--- config.mk ---
export PLATFORM = sky130hd
export DESIGN_NAME = multicycle_control
export DESIGN_NICKNAME = d
export VERILOG_FILES = /design/src/rtl/multicycle_control.sv
export SDC_FILE = /design/constraint.sdc
export NUM_CORES = 1
export LEC_CHECK = 0
export ABC_CLOCK_PERIOD_IN_PS = 2200
export CAP_MARGIN = 20
export CORE_MARGIN = 1.5
export CORE_UTILIZATION = 30
export DETAILED_ROUTE_END_ITERATION = 8
export GPL_ROUTABILITY_DRIVEN = 0
export GPL_TIMING_DRIVEN = 0
export REMOVE_ABC_BUFFERS = 1
export SYNTH_ARGS = -nofsm -noshare
export SYNTH_HDL_FRONTEND = slang
export SYNTH_SLANG_ARGS = --single-unit
export TNS_END_PERCENT = 100
--- constraint.sdc ---
create_clock -name clk -period 2.2 [get_ports clk]
set_input_delay 0.66 -clock clk [delete_from_list [all_inputs] [get_ports clk]]
set_output_delay 0.66 -clock clk [all_outputs]
set_load 0.05 [all_outputs]
--- src/rtl/multicycle_control.sv ---
// Main control FSM of the multi-cycle MIPS datapath: fetch/decode/execute/memory/writeback
// sequencing, datapath strobes and mux selects, and a memory-ready watchdog.
module multicycle_control #(
  parameter int MEM_WAIT_MAX = 15,
  parameter int CNT_W        = 4
) (
  input  logic       clk,
  input  logic       rst,
  input  logic [5:0] opcode,
  input  logic       zero,
  input  logic       mem_ready,
  output logic       pc_write,
  output logic       pc_write_cond,
  output logic       pc_en,
  output logic [1:0] pc_src,
  output logic       i_or_d,
  output logic       mem_read,
  output logic       mem_write,
  output logic       ir_write,
  output logic       mem_to_reg,
  output logic       reg_dst,
  output logic       reg_write,
  output logic       alu_src_a,
  output logic [1:0] alu_src_b,
  output logic [2:0] alu_op,
  output logic       illegal_op,
  output logic       mem_timeout,
  output logic [3:0] state_out
);

  typedef enum logic [3:0] {
    S_FETCH    = 4'd0,
    S_DECODE   = 4'd1,
    S_MEM_ADDR = 4'd2,
    S_MEM_RD   = 4'd3,
    S_MEM_WB   = 4'd4,
    S_MEM_WR   = 4'd5,
    S_R_EXEC   = 4'd6,
    S_R_WB     = 4'd7,
    S_BRANCH   = 4'd8,
    S_JUMP     = 4'd9,
    S_I_EXEC   = 4'd10,
    S_I_WB     = 4'd11
  } state_t;

  localparam logic [5:0] OP_RTYPE = 6'b000000;
  localparam logic [5:0] OP_LW    = 6'b100011;
  localparam logic [5:0] OP_SW    = 6'b101011;
  localparam logic [5:0] OP_BEQ   = 6'b000100;
  localparam logic [5:0] OP_J     = 6'b000010;
  localparam logic [5:0] OP_ADDI  = 6'b001000;
  localparam logic [5:0] OP_ANDI  = 6'b001100;
  localparam logic [5:0] OP_ORI   = 6'b001101;
  localparam logic [5:0] OP_SLTI  = 6'b001010;

  localparam logic [CNT_W-1:0] WAIT_LIMIT = CNT_W'(MEM_WAIT_MAX);

  state_t           state_q, state_d;
  logic [CNT_W-1:0] wait_cnt_q, wait_cnt_d;
  logic             mem_timeout_q, mem_timeout_d;
  logic             illegal_op_q, illegal_op_d;
  logic [2:0]       iop_q, iop_d;

  logic             in_wait;
  logic             wait_expired;
  logic             op_known;
  logic [2:0]       iop_dec;

  // Opcode classification; iop_dec is the ALU code used later by I_EXEC.
  always_comb begin
    iop_dec  = 3'b000;
    op_known = 1'b1;
    case (opcode)
      OP_RTYPE, OP_LW, OP_SW, OP_BEQ, OP_J, OP_ADDI: iop_dec = 3'b000;
      OP_ANDI: iop_dec = 3'b110;
      OP_ORI:  iop_dec = 3'b010;
      OP_SLTI: iop_dec = 3'b111;
      default: op_known = 1'b0;
    endcase
  end

  assign in_wait      = (state_q == S_FETCH) || (state_q == S_MEM_RD) || (state_q == S_MEM_WR);
  assign wait_expired = in_wait && !mem_ready && (wait_cnt_q == WAIT_LIMIT);

  // Counter is zero whenever a wait state is (re)entered, including a FETCH retry after timeout.
  always_comb begin
    wait_cnt_d    = '0;
    if (in_wait && !mem_ready && !wait_expired) begin
      wait_cnt_d = wait_cnt_q + CNT_W'(1);
    end
    mem_timeout_d = mem_timeout_q | wait_expired;
    illegal_op_d  = (state_q == S_DECODE) && !op_known;
    iop_d         = (state_q == S_DECODE) ? iop_dec : iop_q;
  end

  always_ff @(posedge clk) begin
    if (rst) begin
      state_q       <= S_FETCH;
      wait_cnt_q    <= '0;
      mem_timeout_q <= 1'b0;
      illegal_op_q  <= 1'b0;
      iop_q         <= 3'b000;
    end else begin
      state_q       <= state_d;
      wait_cnt_q    <= wait_cnt_d;
      mem_timeout_q <= mem_timeout_d;
      illegal_op_q  <= illegal_op_d;
      iop_q         <= iop_d;
    end
  end

  always_comb begin
    state_d = state_q;
    case (state_q)
      S_FETCH: begin
        if (mem_ready) state_d = S_DECODE;
        else           state_d = S_FETCH;
      end
      S_DECODE: begin
        case (opcode)
          OP_RTYPE:                          state_d = S_R_EXEC;
          OP_LW, OP_SW:                      state_d = S_MEM_ADDR;
          OP_BEQ:                            state_d = S_BRANCH;
          OP_J:                              state_d = S_JUMP;
          OP_ADDI, OP_ANDI, OP_ORI, OP_SLTI: state_d = S_I_EXEC;
          default:                           state_d = S_FETCH;
        endcase
      end
      S_MEM_ADDR: state_d = (opcode == OP_LW) ? S_MEM_RD : S_MEM_WR;
      S_MEM_RD: begin
        if (mem_ready)         state_d = S_MEM_WB;
        else if (wait_expired) state_d = S_FETCH;
      end
      S_MEM_WB: state_d = S_FETCH;
      S_MEM_WR: begin
        if (mem_ready || wait_expired) state_d = S_FETCH;
      end
      S_R_EXEC: state_d = S_R_WB;
      S_R_WB:   state_d = S_FETCH;
      S_BRANCH: state_d = S_FETCH;
      S_JUMP:   state_d = S_FETCH;
      S_I_EXEC: state_d = S_I_WB;
      S_I_WB:   state_d = S_FETCH;
      default:  state_d = S_FETCH;
    endcase
  end

  // Moore decode, except the FETCH PC/IR loads which follow mem_ready directly.
  always_comb begin
    pc_write      = 1'b0;
    pc_write_cond = 1'b0;
    pc_src        = 2'b00;
    i_or_d        = 1'b0;
    mem_read      = 1'b0;
    mem_write     = 1'b0;
    ir_write      = 1'b0;
    mem_to_reg    = 1'b0;
    reg_dst       = 1'b0;
    reg_write     = 1'b0;
    alu_src_a     = 1'b0;
    alu_src_b     = 2'b00;
    alu_op        = 3'b000;
    case (state_q)
      S_FETCH: begin
        mem_read  = 1'b1;
        alu_src_b = 2'b01;
        pc_write  = mem_ready;
        ir_write  = mem_ready;
      end
      S_DECODE: alu_src_b = 2'b11;
      S_MEM_ADDR: begin
        alu_src_a = 1'b1;
        alu_src_b = 2'b10;
      end
      S_MEM_RD: begin
        mem_read = 1'b1;
        i_or_d   = 1'b1;
      end
      S_MEM_WB: begin
        reg_write  = 1'b1;
        mem_to_reg = 1'b1;
      end
      S_MEM_WR: begin
        mem_write = 1'b1;
        i_or_d    = 1'b1;
      end
      S_R_EXEC: begin
        alu_src_a = 1'b1;
        alu_op    = 3'b100;
      end
      S_R_WB: begin
        reg_write = 1'b1;
        reg_dst   = 1'b1;
      end
      S_BRANCH: begin
        alu_src_a     = 1'b1;
        alu_op        = 3'b001;
        pc_write_cond = 1'b1;
        pc_src        = 2'b01;
      end
      S_JUMP: begin
        pc_write = 1'b1;
        pc_src   = 2'b10;
      end
      S_I_EXEC: begin
        alu_src_a = 1'b1;
        alu_src_b = 2'b10;
        alu_op    = iop_q;
      end
      S_I_WB: reg_write = 1'b1;
      default: ;
    endcase

    if (rst) begin
      pc_write      = 1'b0;
      pc_write_cond = 1'b0;
      pc_src        = 2'b00;
      i_or_d        = 1'b0;
      mem_read      = 1'b0;
      mem_write     = 1'b0;
      ir_write      = 1'b0;
      mem_to_reg    = 1'b0;
      reg_dst       = 1'b0;
      reg_write     = 1'b0;
      alu_src_a     = 1'b0;
      alu_src_b     = 2'b00;
      alu_op        = 3'b000;
    end

    pc_en = pc_write | (pc_write_cond & zero);
  end

  assign illegal_op  = illegal_op_q & ~rst;
  assign mem_timeout = mem_timeout_q & ~rst;
  assign state_out   = state_q;

endmodule

# After elaboration in Yosys (flattened, before gate mapping)
# Index checks and enable logic that the tools add are counted.
[word_totals] register_bits=13 input_bits=10 out_inout_bits=24
[op_classes] add_sub_neg=1 eq_ne=22 mux=35 bitwise=7 n_reduce_logical=22
[op_table] op="4-bit one-hot mux with 7 select lines" n=1
[op_table] op="6-bit by 4-bit == test with 1-bit output, second input constant" n=4
[op_table] op="1-bit two-way mux" n=21
[op_table] op="4-bit == test, second input constant" n=5
[op_table] op="4-bit one-hot mux with 5 select lines" n=1
[op_table] op="3-bit one-hot mux with 3 select lines" n=2
[op_table] op="4-bit by 3-bit == test with 1-bit output, second input constant" n=4
[op_table] op="6-bit == test, second input constant" n=2
[op_table] op="4-bit two-way mux" n=3
[op_table] op="2-bit OR reduction" n=5
[op_table] op="9-bit OR reduction" n=1
[op_table] op="4-bit by 2-bit == test with 1-bit output, second input constant" n=2
[op_table] op="4-bit OR reduction" n=2
[op_table] op="6-bit by 2-bit == test with 1-bit output, second input constant" n=1
[op_table] op="6-bit by 3-bit == test with 1-bit output, second input constant" n=1
[op_table] op="6-bit logical NOT" n=1
[op_table] op="3-bit two-way mux" n=2
[op_table] op="2-bit one-hot mux with 3 select lines" n=1
[op_table] op="4-bit by 1-bit adder with 4-bit output, second input constant" n=1
[op_table] op="4-bit by 1-bit == test with 1-bit output, second input constant" n=1
[op_table] op="1-bit logical AND" n=4
[op_table] op="4-bit logical NOT" n=1
[op_table] op="2-bit two-way mux" n=2
[op_table] op="2-bit one-hot mux with 2 select lines" n=1
[op_table] op="10 further kinds" n=18

# Logic depth before layout (Yosys ltp)
# Gate-level depths: netlist of run 1.
[logic_depth] word_depth=9 ltp_mapped=6

# Worst setup path before layout of run 1
# Ideal clock, no wire load.
[synth_path] path_kind="register -> output" from="register state_q[1], in the netlist state_out[1]" to="output alu_src_a" arrival_ns=3.445 t_required_ns=1.540 slack_ns=-1.905 stages_incl_launch_ff=4 path_cell_list="dfxtp_1 buf_2 nor2_1 a2111oi_0"
[synth_via] elab_chain_len=4 elab_cells_between_ends=7
[synth_rtl] element="from (decl)" line="58" source="state_t state_q, state_d;"
[synth_rtl] element="from (signal assigned)" line="104" source="state_q <= state_d;"
[synth_rtl] element="4-bit == test, or another cell as far along" line="163" source="case (state_q)"
[synth_rtl] element="4-bit OR reduction (no line) (*)"
[synth_rtl] element="1-bit two-way mux (*)" line="163"
[synth_rtl] element="1-bit two-way mux (*)" line="214" source="if (rst) begin"
[synth_rtl] element="to (decl)" line="23" source="output logic alu_src_a,"
# Every way passes the cells marked *; elsewhere a longest branch is shown, timed or not.

# Worst setup path after layout of run 1
[layout_path] from="input rst" to="output mem_to_reg"
[layout_via] elab_chain_len=1
[layout_rtl] element="from (decl)" line="8" source="input logic rst,"
[layout_rtl] element="1-bit two-way mux" line="214"
[layout_rtl] element="to (decl)" line="20" source="output logic mem_to_reg,"
# Every way passes these cells.

==> results of run 1 <==
-- placed cells by master (no fill, tap or decap), drive strengths merged, types with 3 or more instances in the layout --
cell type	n
a21oi	11
buf	38
clkbuf	6
clkdlybuf4s50	8
dfxtp	13
dlygate4sd2	6
nand2	16
nand2b	4
nand3	3
nor2	23
nor2b	8
nor3	6
nor4	3
o21ai	3
xor2	3
-- per-stage QoR --
stage	instance area (sq um)	cells	setup slack, ns
2_1_floorplan	930	126	-1.95
3_3_place_gp	1320	203	-1.40
3_5_place_dp	1320	203	-1.38
4_1_cts	1400	210	-0.00293
5_1_grt	1620	228	-0.0410
6_report	1620	228	0.0168
-- power groups by stage --
stage	logic (W)	clock network, W	registers (W)
floorplan	0.0000822	0	0.000260
global placement	0.000148	0	0.000256
detailed placement	0.000149	0	0.000256
CTS	0.000166	0.000154	0.000244
global route	0.000202	0.000170	0.000244
finish	0.000190	0.000151	0.000243
-- how the worst max path moves through the flow --
stage | start | endpoint
finish | rst | mem_to_reg
global route | state_out[3] | mem_to_reg
CTS | rst | alu_op[1]
detailed placement | rst | alu_op[0]
global placement | rst | alu_op[1]
floorplan | state_out[3] | alu_src_a
-- kinds of logic after synthesis --
family          share of synthesized area, %
simple gates                            39.4
compound gates                          20.5
buf+inv                                 8.33
flops                                   25.9
xor+xnor                                3.48
mux                                     1.12
fa+ha+maj                               1.24
-- layer usage --
| layer | global-route usage [%] | vias up | wire length, um |
|---|---|---|---|
| li1 | - | 585 | - |
| met4 | 3.42 | 0 | 23 |
| met5 | 0 | - | 0 |
| met2 | 28.3 | 42 | 1580 |
| met3 | 2.13 | 5 | 170 |
| met1 | 21.4 | 560 | 1410 |
-- synthesized netlist by cell type (2+ instances only) --
library cell  instances
nor2_1               22
nand2_1              16
dfxtp_1              13
a21oi_1              11
nor2b_1               7
nor3_1                6
buf_2                 4
clkbuf_1              4
nand2b_1              4
nand3_1               3
nor4_1                3
o21ai_0               3
xor2_1                3
a32oi_1               2
buf_4                 2
buf_6                 2
inv_1                 2
nand4_1               2
nor4bb_1              2
o22ai_1               2
or2_2                 2
or3_1                 2
-- registers in the layout (all words and copies together) (netlist names) --
signal,flops
illegal_op_q,1
iop_q,3
mem_timeout_q,1
state_out,4
wait_cnt_q,4
-- area by class of cell --
type | instances | area (sq um) | area share, %
Inverter | 2 | 7.51 | 0.463
Clock buffer | 4 | 26.3 | 1.62
Tap cell | 44 | 55.1 | 3.39
Multi-Input combinational cell | 111 | 753 | 46.4
Timing Repair Buffer | 54 | 505 | 31.1
Sequential cell | 13 | 275 | 17.0
-- worst max-delay path: stages --
cell and delay, ns:
buf_12 0.11, or2_4 0.26, nor4_4 0.29, buf_6 0.19
-- timing repair --
item | in CTS | in global routing
setup buffers | 3 | 17
gates resized for setup | 153 | 17
pin swaps | 2 | 5
setup endpoints to repair | 24 | 13
gates cloned | 0 | 1
==> impl_results.md, run 1 <==
* Pwr/cell area at 360 nW/um^2
* CTS Buffer Depth at 2
* Async set-or-reset flop fraction in the synthesized netlist at 0%
* Global-route wire length before repair at 4660 um
* Antenna violations before repair at 0
* Via count at 1192
* Critical path endpoint category: output pin
* Final Slew Violations at 0
* Post-DP HPWL at 1980 um
* Seq cells post-synth at 13
* Share of cells above drive strength 1 at 37.0%
* Hold-fix buffers at CTS at 0
* Total Power at 0.000584 W
* Min-Delay Path Depth at 1
* CP startpoint kind: primary input
* Min Clock Period, post-route at 2.18 ns
* Vias per inst at 5.23
* Largest net degree at the start of global routing at 21
* Worst hold path endpoint: wait_cnt_q[0]
* Flop2flop setup slack at 0.66 ns
* CTS sink count at 13
* Switching part of the total at 33.8%
* Max Cap Viol at 0
* Clock-pin slew on the worst setup and hold paths at 0.07 ns
* Die Ht at 60.9 um
* Worst r2r src: state_out[3]
* Total Routing Usage GR at 16.2%
* EDFF count, synth at 0
* Distinct cells, synth at 44
* Routed wire length at 3190 um
* Crit path max fanout at 7
* CTS HTree Levels at 1
* Syn. warnings at 0
* Worst slew pin tran at 0.499 ns
* Ant diodes at 0
* Synth area leader: dfxtp_1
* CTS tree: yes
* ANT nets after route at 0
* Relative slew slack at 66.6%
* Lkg Pwr at 0.646 nW
* Critical Path RT at 1.54 ns
* Power share of the clock group at 25.8%
* Drt drc at 0
* Clk_skew at 0.00850 ns
* Die Span X at 60.9 um
* Final setup viols at 0
* Synth Cell Area at 1010 sq um
* Worst Hold Launch: wait_cnt_q[0]
* Hold crit path type: reg -> reg
* Pre-Repair DR Iteration Count at 5
* Worst-Skew Late Latency at 0.28 ns
* IO Port Bufs at 33
* Share of the synthesized area in the top cell type at 25.9%
* Core area at 3130 sq um
* DRT iter0 DRCs at 76
* Syn Inst Count at 139
* Fill count at 302
* Net Sw Power at 0.000198 W
* Main synth FF type: dfxtp_1
* Worst Reg2Reg Path Length in Cells at 6
* Logic gate share of total power at 32.6%
* Tcrit/Tclk final at 99.2%
* Nets at 196
* Max frequency at 0.458 GHz
* Drt wl/cell at 14.0 um
* Layout area overhead at 61.3%
* Die area at 3710 sq um
* Initial core utilization at 32.2%
* Cts bufs inserted at 3
* Crit Path Category: in -> out
* Register area share after synthesis at 25.9%
* GR Overflow Total at 0
* Row count at 20
* Internal power at 0.000386 W
* Hold slack at 0.455 ns
* Root Driver: clkbuf_4
* Worst reg2reg endpoint: iop_q[2]
* Status: completed
* Final Util at 51.9%
* Critical path arrival at 1.52 ns
* Mapped Avg Cell Area at 7.24 sq um
* Setup TNS at 0 ns
* I/O pin cnt at 34
* Seq pwr share at 41.6%
* Peak VDD IR at 0.151 mV
* Number of global-route vias before repair at 1040
* Hold Fails Final Rpt at 0
* Area contributors post-synth: dfxtp_1, nor2_1, nand2_1, a21oi_1, nor2b_1
* RSZ-0062 raised after global routing: true
Power figures use the tool's default switching activity.
==> run 2: changes to the inputs <==
--- a/config.mk
+++ b/config.mk
@@ -16,4 +16,4 @@
 export SYNTH_ARGS = -nofsm -noshare
 export SYNTH_HDL_FRONTEND = slang
 export SYNTH_SLANG_ARGS = --single-unit
-export TNS_END_PERCENT = 100
+export TNS_END_PERCENT = 50
==> impl_results.md, run 2 (synthesis gave the netlist of run 1 again) <==
* Status: completed
* Total Routing Usage GR at 16.2% (-0.080 points)
* Lkg Pwr at 0.572 nW (-11%)
* CTS sink count at 13 (unchanged)
* Critical path endpoint category: output pin
* Worst-Skew Late Latency at 0.28 ns (about the same)
* Via count at 1141 (-4.3%)
* Wl on met1 at 1320 um (-6.6%)
* Vias per inst at 5.33 (+2.0%)
* Clock-pin slew on the worst setup and hold paths at 0.08 ns (about the same)
* Number of global-route vias before repair at 1039 (-0.096%)
* Drt wl/cell at 13.8 um (-1.5%)
* Crit Path Category: in -> out
* DRT iter0 DRCs at 92 (+21%)
* Top Metal Used: met4
* Relative slew slack at 65.9% (-0.74 points)
* Pre-CTS WS at -1.38 ns (unchanged)
* Worst slew pin tran at 0.511 ns (+0.0118 ns)
* Setup crit start: rst
* ANT nets after route at 0 (unchanged)
* Share of cells above drive strength 1 at 31.2% (-5.8 points)
* Worst setup margin at 0.00954 ns (-0.00730 ns)
* Cts bufs inserted at 3 (unchanged)
* Placed cell area at 1320 sq um (unchanged)
* Met2 WL post-DR at 1440 um (-8.8%)
* Layout area overhead at 47.0%
* Max Cap Viol at 0 (unchanged)
* GR Overflow Total at 0 (unchanged)
* Routed wire length at 2950 um (-7.5%)
* Leading cell type in the layout, fill and taps excluded: nor2_1
* Nets at 182 (-7.1%)
* Row count at 20 (unchanged)
* Tcrit/Tclk final at 99.6% (+0.33 points)
* Antenna violations before repair at 0 (unchanged)
* Min Clock Period, post-route at 2.19 ns (+0.00730 ns)
* Hold-fix buffers at CTS at 0 (unchanged)
* Worst reg2reg endpoint: state_out[1]
* Final Slew Violations at 0 (unchanged)
* Flop2flop setup slack at 0.83 ns (+0.17 ns)
* Post-DP HPWL at 1980 um (unchanged)
* Final setup viols at 0 (unchanged)
* Pre-Repair DR Iteration Count at 4 (-1)
* Routed met3 length at 173 um (+1.8%)
* CP endpoint: ir_write
* Largest net degree at the start of global routing at 21 (unchanged)
* Max frequency at 0.457 GHz (-0.33%)
* Initial core utilization at 32.2% (unchanged)
* Die Span X at 60.9 um (unchanged)
* Finished Cell Area at 1480 sq um (-8.9%)
* IO Port Bufs at 33 (unchanged)
* Clk_skew at 0.00749 ns (-0.00101 ns)
* Crit path max fanout at 15 (+8)
* Worst Reg2Reg Path Length in Cells at 5 (-1)
* CTS tree: yes
* CTS Buffer Depth at 2 (unchanged)
* Hold crit path type: reg -> reg
* Ant diodes at 0 (unchanged)
* Critical Path RT at 1.54 ns (about the same)
* Die area at 3710 sq um (unchanged)
* Most frequent cells in the layout: nor2_1, nand2_1, buf_6
* Global-route wire length before repair at 4640 um (-0.30%)
* Core area at 3130 sq um (unchanged)
* CP startpoint kind: primary input
* CTS HTree Levels at 1 (unchanged)
* Die Ht at 60.9 um (unchanged)
* Hold Fails Final Rpt at 0 (unchanged)
* Drt drc at 0 (unchanged)
* Pwr/cell area at 388 nW/um^2 (+7.9%)
* Fill count at 319 (+5.6%)
* RSZ-0062 raised after global routing: true
* Peak VDD IR at 0.168 mV (+11%)
* Root Driver: clkbuf_4
* I/O pin cnt at 34 (unchanged)
* Critical path arrival at 1.53 ns (about the same)
* Worst r2r src: state_out[3]
-- run 2: cell count changes in the layout (fill, tap and decap cells not counted), sizes merged --
| cell | delta |
|---|---|
| buf | -12 |
| dlymetal6s2s | +1 |
| dlygate4sd2 | -1 |
| clkbuf | -2 |
-- run 2: final cells by class --
| class | count | area, sq um | share of cell area [%] |
|---|---|---|---|
| Multi-Input combinational cell | 111 | 729 | 49.3 |
| Timing Repair Buffer | 40 | 385 | 26.1 |
| Sequential cell | 13 | 275 | 18.6 |
| Tap cell | 44 | 55.1 | 3.72 |
| Clock buffer | 4 | 26.3 | 1.78 |
| Inverter | 2 | 7.51 | 0.508 |
-- run 2: stage by stage --
| step | instances | TNS, ns | hold slack (ns) | utilization (%) | total power, W |
|---|---|---|---|---|---|
| 2_1_floorplan | 126 | -10.36 | 0.418 | - | 0.000342 |
| 3_3_place_gp | 203 | -24.38 | 0.429 | 42.0 | 0.000403 |
| 3_5_place_dp | 203 | -24.61 | 0.436 | 42.0 | 0.000405 |
| 4_1_cts | 210 | -0.0569 | 0.455 | 44.6 | 0.000565 |
| 5_1_grt | 214 | -0.0858 | 0.481 | 47.3 | 0.000601 |
| 6_report | 214 | 0 | 0.457 | 47.3 | 0.000574 |
-- run 2: routing by layer --
layer  up-vias  GRT usage [%]
li1        554              -
met1       539           21.4
met2        46           28.0
met3         2           2.13
met4         0           3.42
met5         -              0
-- run 2: worst max-delay path: stages --
cell and delay, ns:
buf_12 0.13, or3_4 0.43, nor2_2 0.15, buf_6 0.17
-- run 2: power breakdown --
part / switching, W / internal, W / total (W) / leakage [nW]
logic: 0.000106 / 0.0000697 / 0.000176 / 0.449
clock network: 0.0000846 / 0.0000704 / 0.000155 / 0.0150
registers: 0.00000677 / 0.000237 / 0.000244 / 0.108
-- run 2: worst min-delay path by stage --
| stage | endpoint | startpoint | cells after the start |
|---|---|---|---|
| after CTS | wait_cnt_q[0] | wait_cnt_q[0] | 1 |
| final | wait_cnt_q[0] | wait_cnt_q[0] | 1 |
| after floorplan | wait_cnt_q[0] | wait_cnt_q[0] | 1 |
| after detailed placement | wait_cnt_q[0] | wait_cnt_q[0] | 1 |
| after global placement | wait_cnt_q[0] | wait_cnt_q[0] | 1 |
| after global routing | wait_cnt_q[0] | wait_cnt_q[0] | 1 |
-- run 2: timing repair --
| action | in CTS | in global routing |
|---|---|---|
| setup endpoints to repair | 24 | 14 |
| pin swaps | 2 | 1 |
| gates cloned | 0 | 0 |
| gates resized for setup | 150 | 15 |
| setup buffers | 3 | 4 |
==> run 3: changes to the inputs <==
--- a/config.mk
+++ b/config.mk
@@ -9,6 +9,7 @@
 export CAP_MARGIN = 20
 export CORE_MARGIN = 1.5
 export CORE_UTILIZATION = 30
+export CTS_CLUSTER_SIZE = 25
 export DETAILED_ROUTE_END_ITERATION = 8
 export GPL_ROUTABILITY_DRIVEN = 0
 export GPL_TIMING_DRIVEN = 0
==> results of run 3 <==
The final DEF is identical to that of run 2; final timing and power are the same.
==> RTL change 1, RTL diff (flow settings as in run 1) <==
`CNT_W`: 4 -> 5.
--- a/src/rtl/multicycle_control.sv
+++ b/src/rtl/multicycle_control.sv
@@ -3,5 +3,5 @@
 module multicycle_control #(
   parameter int MEM_WAIT_MAX = 15,
-  parameter int CNT_W        = 4
+  parameter int CNT_W        = 5
 ) (
   input  logic       clk,
Function: same outputs for any inputs over 10 cycles, from zero or initial values and one cycle with rst high; that may be too few to reach the edited logic, so the function may still have changed.
==> RTL change 1 against run 1 <==
- area after synthesis up 4.2%
- largest cell class unchanged
- core utilization down 6.8 points
- synthesized cell count up 4.3%
- wire length down 7.2%
- sequential power up 8.2%
- highest routed layer unchanged
- total power up 5.7%
- maximum frequency about the same
- global-route usage down 0.95 points
- clock power up 27%
- sequential share of layout area up 2.7 points
- cell area down 7.4%
- sequential cell count up 1
- setup slack worse by 0.93 ps
==> RTL change 1: results (changes against run 1) <==
Yosys warns -> 0 (unchanged)
Starting DRT DRC Count -> 24 (was 76)
Unique masters post-synth -> 44 (unchanged)
Biggest register -> wait_cnt_q
Post-Layout Cell Count -> 216 (was 228)
Placed Instances -> 207 (was 203)
TritonCTS Buffers -> 3 (unchanged)
Root buf cell -> clkbuf_4 (unchanged)
Status -> complete, no violations (unchanged)
Leak -> 0.0005823 uW (was 0.0006457 uW)
Drt wl/cell -> 13.69 um (was 13.97 um)
Post-DR vias/cell -> 5.449 (was 5.228)
Max FFs per register -> 5
Post-synth EDFFs -> 0 (unchanged)
Asr flop ratio synth -> 0% (unchanged)
Worst Path Arrival -> 1520 ps (about the same)
Share of the synthesized area in compound gates (AO/OA/AOI/OAI) -> 21.24% (was 20.52%)
Fill count -> 362 (was 302)
Layout cell share with drive strength beyond 1 -> 30.59% (was 36.96%)
Clk slew on worst S/H paths -> 90 ps (was 70 ps)
Post-synthesis sequential area ratio -> 26.73% (was 25.87%)
H-tree depth -> 1 (unchanged)
Worst-Skew Late Latency -> 280 ps (about the same)
Clk buf depth -> 2 (unchanged)
Dominant cells by area after synthesis -> dfxtp_1 27%, nor2_1 7.2%, a21oi_1 4.3%, clkbuf_1 4.3%, nand2b_1 4.2% (was dfxtp_1 26%, nor2_1 8.2%, nand2_1 6.0%, a21oi_1 5.5%, nor2b_1 4.4%)
Area post-placement -> 0.001359 mm^2 (was 0.001315 mm^2)
Mapped Avg Cell Area -> 7.231 um^2 (was 7.237 um^2)
Multiplexer area fraction after synthesis -> 0.9547% (was 1.119%)
Initial antenna violation count -> 0 (unchanged)
Worst Skew -> 1.542 ps (was 8.501 ps)
Synth Area in Adders -> 2.387% (was 1.244%)
Initial Util -> 31.42% (was 32.16%)
Primary FF master, synth -> dfxtp_1 (unchanged)
Final HPWL DP -> 1976 um (was 1975 um)
TritonRoute pass-1 iters -> 4 (was 5)
I/O Buffers -> 33 (unchanged)
Pre-CTS setup slack -> -1486 ps (was -1380 ps)
N_diodes -> 0 (unchanged)
Post-synthesis xor/xnor area fraction -> 2.506% (was 3.483%)
Worst-path maximum fanout -> 20 (was 7)
Slew @ Worst Pin -> 490.5 ps (was 499.3 ps)
Worst Hold Class -> flip-flop to flip-flop (unchanged)
VDD IR-drop max -> 0.2436 mV (was 0.1506 mV)
Vias in the first global route -> 1073 (was 1040)
Synth cell count leaders -> 20 x nor2_1, 14 x dfxtp_1, 12 x clkbuf_1 (was 22 x nor2_1, 16 x nand2_1, 13 x dfxtp_1)
Final nets -> 183 (was 196)
Global-route wire length before repair -> 4857 um (was 4657 um)
GRT Total Usage -> 15.28% (was 16.23%)
Largest net degree at the start of global routing -> 21 (unchanged)
==> RTL change 1: changes by cell type after synthesis, moves of 3 or more <==
cell / run 1 / this run
clkbuf_1: 4 / 12
nand2_1: 16 / 8
a22oi_1: 0 / 3
nand2b_1: 4 / 7
nor4_1: 3 / 6
==> RTL change 1: final cells by class <==
cell class	count	area (um^2)	area share [%]
inverter	4	15.01	0.9992
sequential	14	295.3	19.65
timing repair buffer	38	350.3	23.31
clock buffer	4	36.28	2.415
multi-input combinational	110	748.2	49.79
tap	46	57.56	3.830
==> RTL change 1: worst paths after layout <==
path	from	end	slack, ps	cells after the start
worst max-delay path	rst	ir_write	20	4
worst min-delay path	wait_cnt_q[0]$_SDFF_PP0_	wait_cnt_q[0]$_SDFF_PP0_	470	1
worst max register to register	state_out[1]$_SDFFE_PP0P_	state_out[2]$_SDFFE_PP0P_	90	4
worst min register to register	wait_cnt_q[0]$_SDFF_PP0_	wait_cnt_q[0]$_SDFF_PP0_	470	1
==> RTL change 1: timing repair <==
item / CTS / global route
pin swaps: 1 / 1
buffers inserted: 1 / 4
resized for setup: 139 / 26
setup endpoints to repair: 27 / 14
==> RTL change 1: routing by layer <==
metal	share of wire, %	wire [um]	track usage (%)	up-vias
li1	-	-	-	572
met1	46	1357	18.26	577
met2	50	1477	27.17	26
met3	3.7	109	2.899	2
met4	0.41	12	5.556	0
met5	0	0	0	-
==> RTL change 1: power by group <==
part | switching [uW] | internal (uW)
clock network | 90.9 | 101
registers | 8.33 | 255
logic | 100 | 62.3
total | 200 | 418
==> RTL change 1: critical path, stage by stage <==
cell and delay, ps:
buf_6 150, or3_4 390, nor2_1 120, buf_4 200
==> RTL change 2, RTL diff (config.mk and constraints of run 1) <==
Without the edit above. Make the reset (`rst`) asynchronous in one clocked block.
--- a/src/rtl/multicycle_control.sv
+++ b/src/rtl/multicycle_control.sv
@@ -94,5 +94,5 @@
   end
 
-  always_ff @(posedge clk) begin
+  always_ff @(posedge clk or posedge rst) begin
     if (rst) begin
       state_q       <= S_FETCH;
Function: differs if rst is asserted again (counterexample within 4 cycles, from zero or initial values and one cycle with rst high); with rst held inactive, the same outputs for 10 cycles.
==> RTL change 2 against run 1 <==
- the run now ends with setup timing left
- core utilization down 2.2 points
- setup slack worse by 89 ps
- non-clock buffer count is 3 higher
- maximum frequency down 3.9%
- sequential cell count is the same
- area after synthesis grew 8.1%
- cell area up 4.5%
- wire length is 7.9% higher
- die area grew 7.7%
Power is not compared: it rests on default switching activity, and its combinational part moved more than twofold at a synthesized area within 25%.
==> RTL change 2: results (changes against run 1) <==
Unique masters post-synth -> 49 (was 44)
HP Start -> mem_timeout_q$_DFF_PP0_ (was wait_cnt_q[0]$_SDFF_PP0_)
Post-DR vias/cell -> 5.389 (was 5.228)
Reg2reg start -> state_out[2]$_DFFE_PP0P_ (was state_out[3]$_SDFFE_PP0P_)
Fill count -> 323 (was 302)
Post-synth EDFFs -> 0 (unchanged)
Largest net degree at the start of global routing -> 19 (was 21)
Final nets -> 192 (was 196)
Placed Instances -> 198 (was 203)
Worst setup slack after layout -> -71.66 ps (was 16.84 ps)
GRT Total Usage -> 17.56% (was 16.23%)
Drt total wl -> 3438 um (was 3185 um)
Hold violation count in the final report -> 0 (unchanged)
Worst-path maximum fanout -> 7 (unchanged)
Worst Path Arrival -> 1610 ps (was 1520 ps)
VDD IR-drop max -> 0.2057 mV
Clk slew on worst S/H paths -> 90 ps (was 70 ps)
TritonRoute pass-1 iters -> 4 (was 5)
Post-synthesis sequential area ratio -> 29.92% (was 25.87%)
I/O Buffers -> 33 (unchanged)
Asr flop ratio synth -> 100.0% (was 0%)
Leak -> 0.0007084 uW
Layout cell share with drive strength beyond 1 -> 39.44% (was 36.96%)
Initial antenna violation count -> 0 (unchanged)
Violated checks -> setup timing
Dominant cells by area after synthesis -> dfrtp_1 30%, nor2b_1 4.6%, nor3_1 4.6%, nor2_1 3.8%, buf_2 3.7% (was dfxtp_1 26%, nor2_1 8.2%, nand2_1 6.0%, a21oi_1 5.5%, nor2b_1 4.4%)
H-tree depth -> 1 (unchanged)
Clk buf depth -> 2 (unchanged)
TritonCTS Buffers -> 3 (unchanged)
Status -> finished, violations left (was complete, no violations)
Final HPWL DP -> 2127 um (was 1975 um)
Synth cell count leaders -> 13 x dfrtp_1, 11 x nor2_1, 10 x nor3_1 (was 22 x nor2_1, 16 x nand2_1, 13 x dfxtp_1)
Worst Skew -> 10.57 ps (was 8.501 ps)
N_diodes -> 0 (unchanged)
Root buf cell -> clkbuf_4 (unchanged)
Setup TNS Final -> -476.5 ps (was 0 ps)
Area post-placement -> 0.001401 mm^2 (was 0.001315 mm^2)
Final setup vio count -> 10 (was 0)
Setup crit start -> state_out[1]$_DFFE_PP0P_ (was rst)
Slew @ Worst Pin -> 513.3 ps (was 499.3 ps)
Worst Hold Class -> flip-flop to flip-flop (unchanged)
Gate Count Post-Synth -> 132 (was 139)
Yosys warns -> 0 (unchanged)
Global-route wire length before repair -> 5720 um (was 4657 um)
Worst-Skew Late Latency -> 270 ps
Vias -> 1218 (was 1192)
Starting DRT DRC Count -> 56 (was 76)
RTL change 2: timing repair:
action / CTS / global route
resized for setup: 167 / 19
buffers inserted: 20 / 4
setup endpoints to repair: 24 / 21
hold buffers: 0 / 0
pin swaps: 3 / 4
RTL change 2: metrics by stage:
step	hold WS (ps)	total power, uW	setup WS [ps]
5_1_grt	510.6	1236	-161.2
6_report	483.0	1166	-71.66
3_5_place_dp	457.9	858.3	-1396
3_3_place_gp	452.2	851.9	-1352
4_1_cts	480.8	1141	-139.8
2_1_floorplan	434.8	694.6	-3126
RTL change 2: critical path, stage by stage, from the launching register on:
cell and delay [ps]:
dfrtp_4 530, buf_4 190, nor2b_4 140, buf_4 130, nor3_2 170, buf_6 180
RTL change 2: cell type report:
class / count / area, um^2 / area share (%)
Inverter: 4 / 15.01 / 0.8856
Timing Repair Buffer: 57 / 484.2 / 28.56
Sequential cell: 13 / 337.8 / 19.93
Clock buffer: 4 / 26.28 / 1.550
Multi-Input combinational cell: 102 / 774.5 / 45.68
Tap cell: 46 / 57.56 / 3.395
RTL change 2: final timing paths:
| kind | cells after the start | slack [ps] | endpoint |
|---|---|---|---|
| worst max-delay path | 5 | -70 | mem_read |
| worst min-delay path | 1 | 480 | mem_timeout_q$_DFF_PP0_ |
| worst max register to register | 6 | 280 | illegal_op_q$_DFF_PP0_ |
| worst min register to register | 1 | 480 | mem_timeout_q$_DFF_PP0_ |
| max in group asynchronous | 2 | 1260 | state_out[1]$_DFFE_PP0P_ |
| min in group asynchronous | 2 | 540 | iop_q[2]$_DFFE_PP0P_ |
RTL change 2: cells by family after synthesis:
family          share of synthesized area (%)
fa+ha+maj                               1.151
xor+xnor                                2.417
flops                                   29.92
mux                                    0.9206
compound gates                          22.78
buf+inv                                 8.169
simple gates                            34.64
RTL change 2: power breakdown:
group / switching [uW] / internal, uW / total, uW
Combinational: 403 / 276 / 679
Clock: 76.3 / 70.1 / 146
Sequential: 48.2 / 292 / 341
RTL change 2: per-layer routing:
metal | share of wire, % | up-vias | GRT usage, % | wire length (um)
met2 | 50 | 43 | 29.52 | 1702
met4 | 0.55 | 0 | 5.435 | 19
met5 | 0 | - | 0 | 0
met1 | 44 | 585 | 23.39 | 1510
li1 | - | 586 | - | -
met3 | 6.0 | 4 | 2.321 | 206
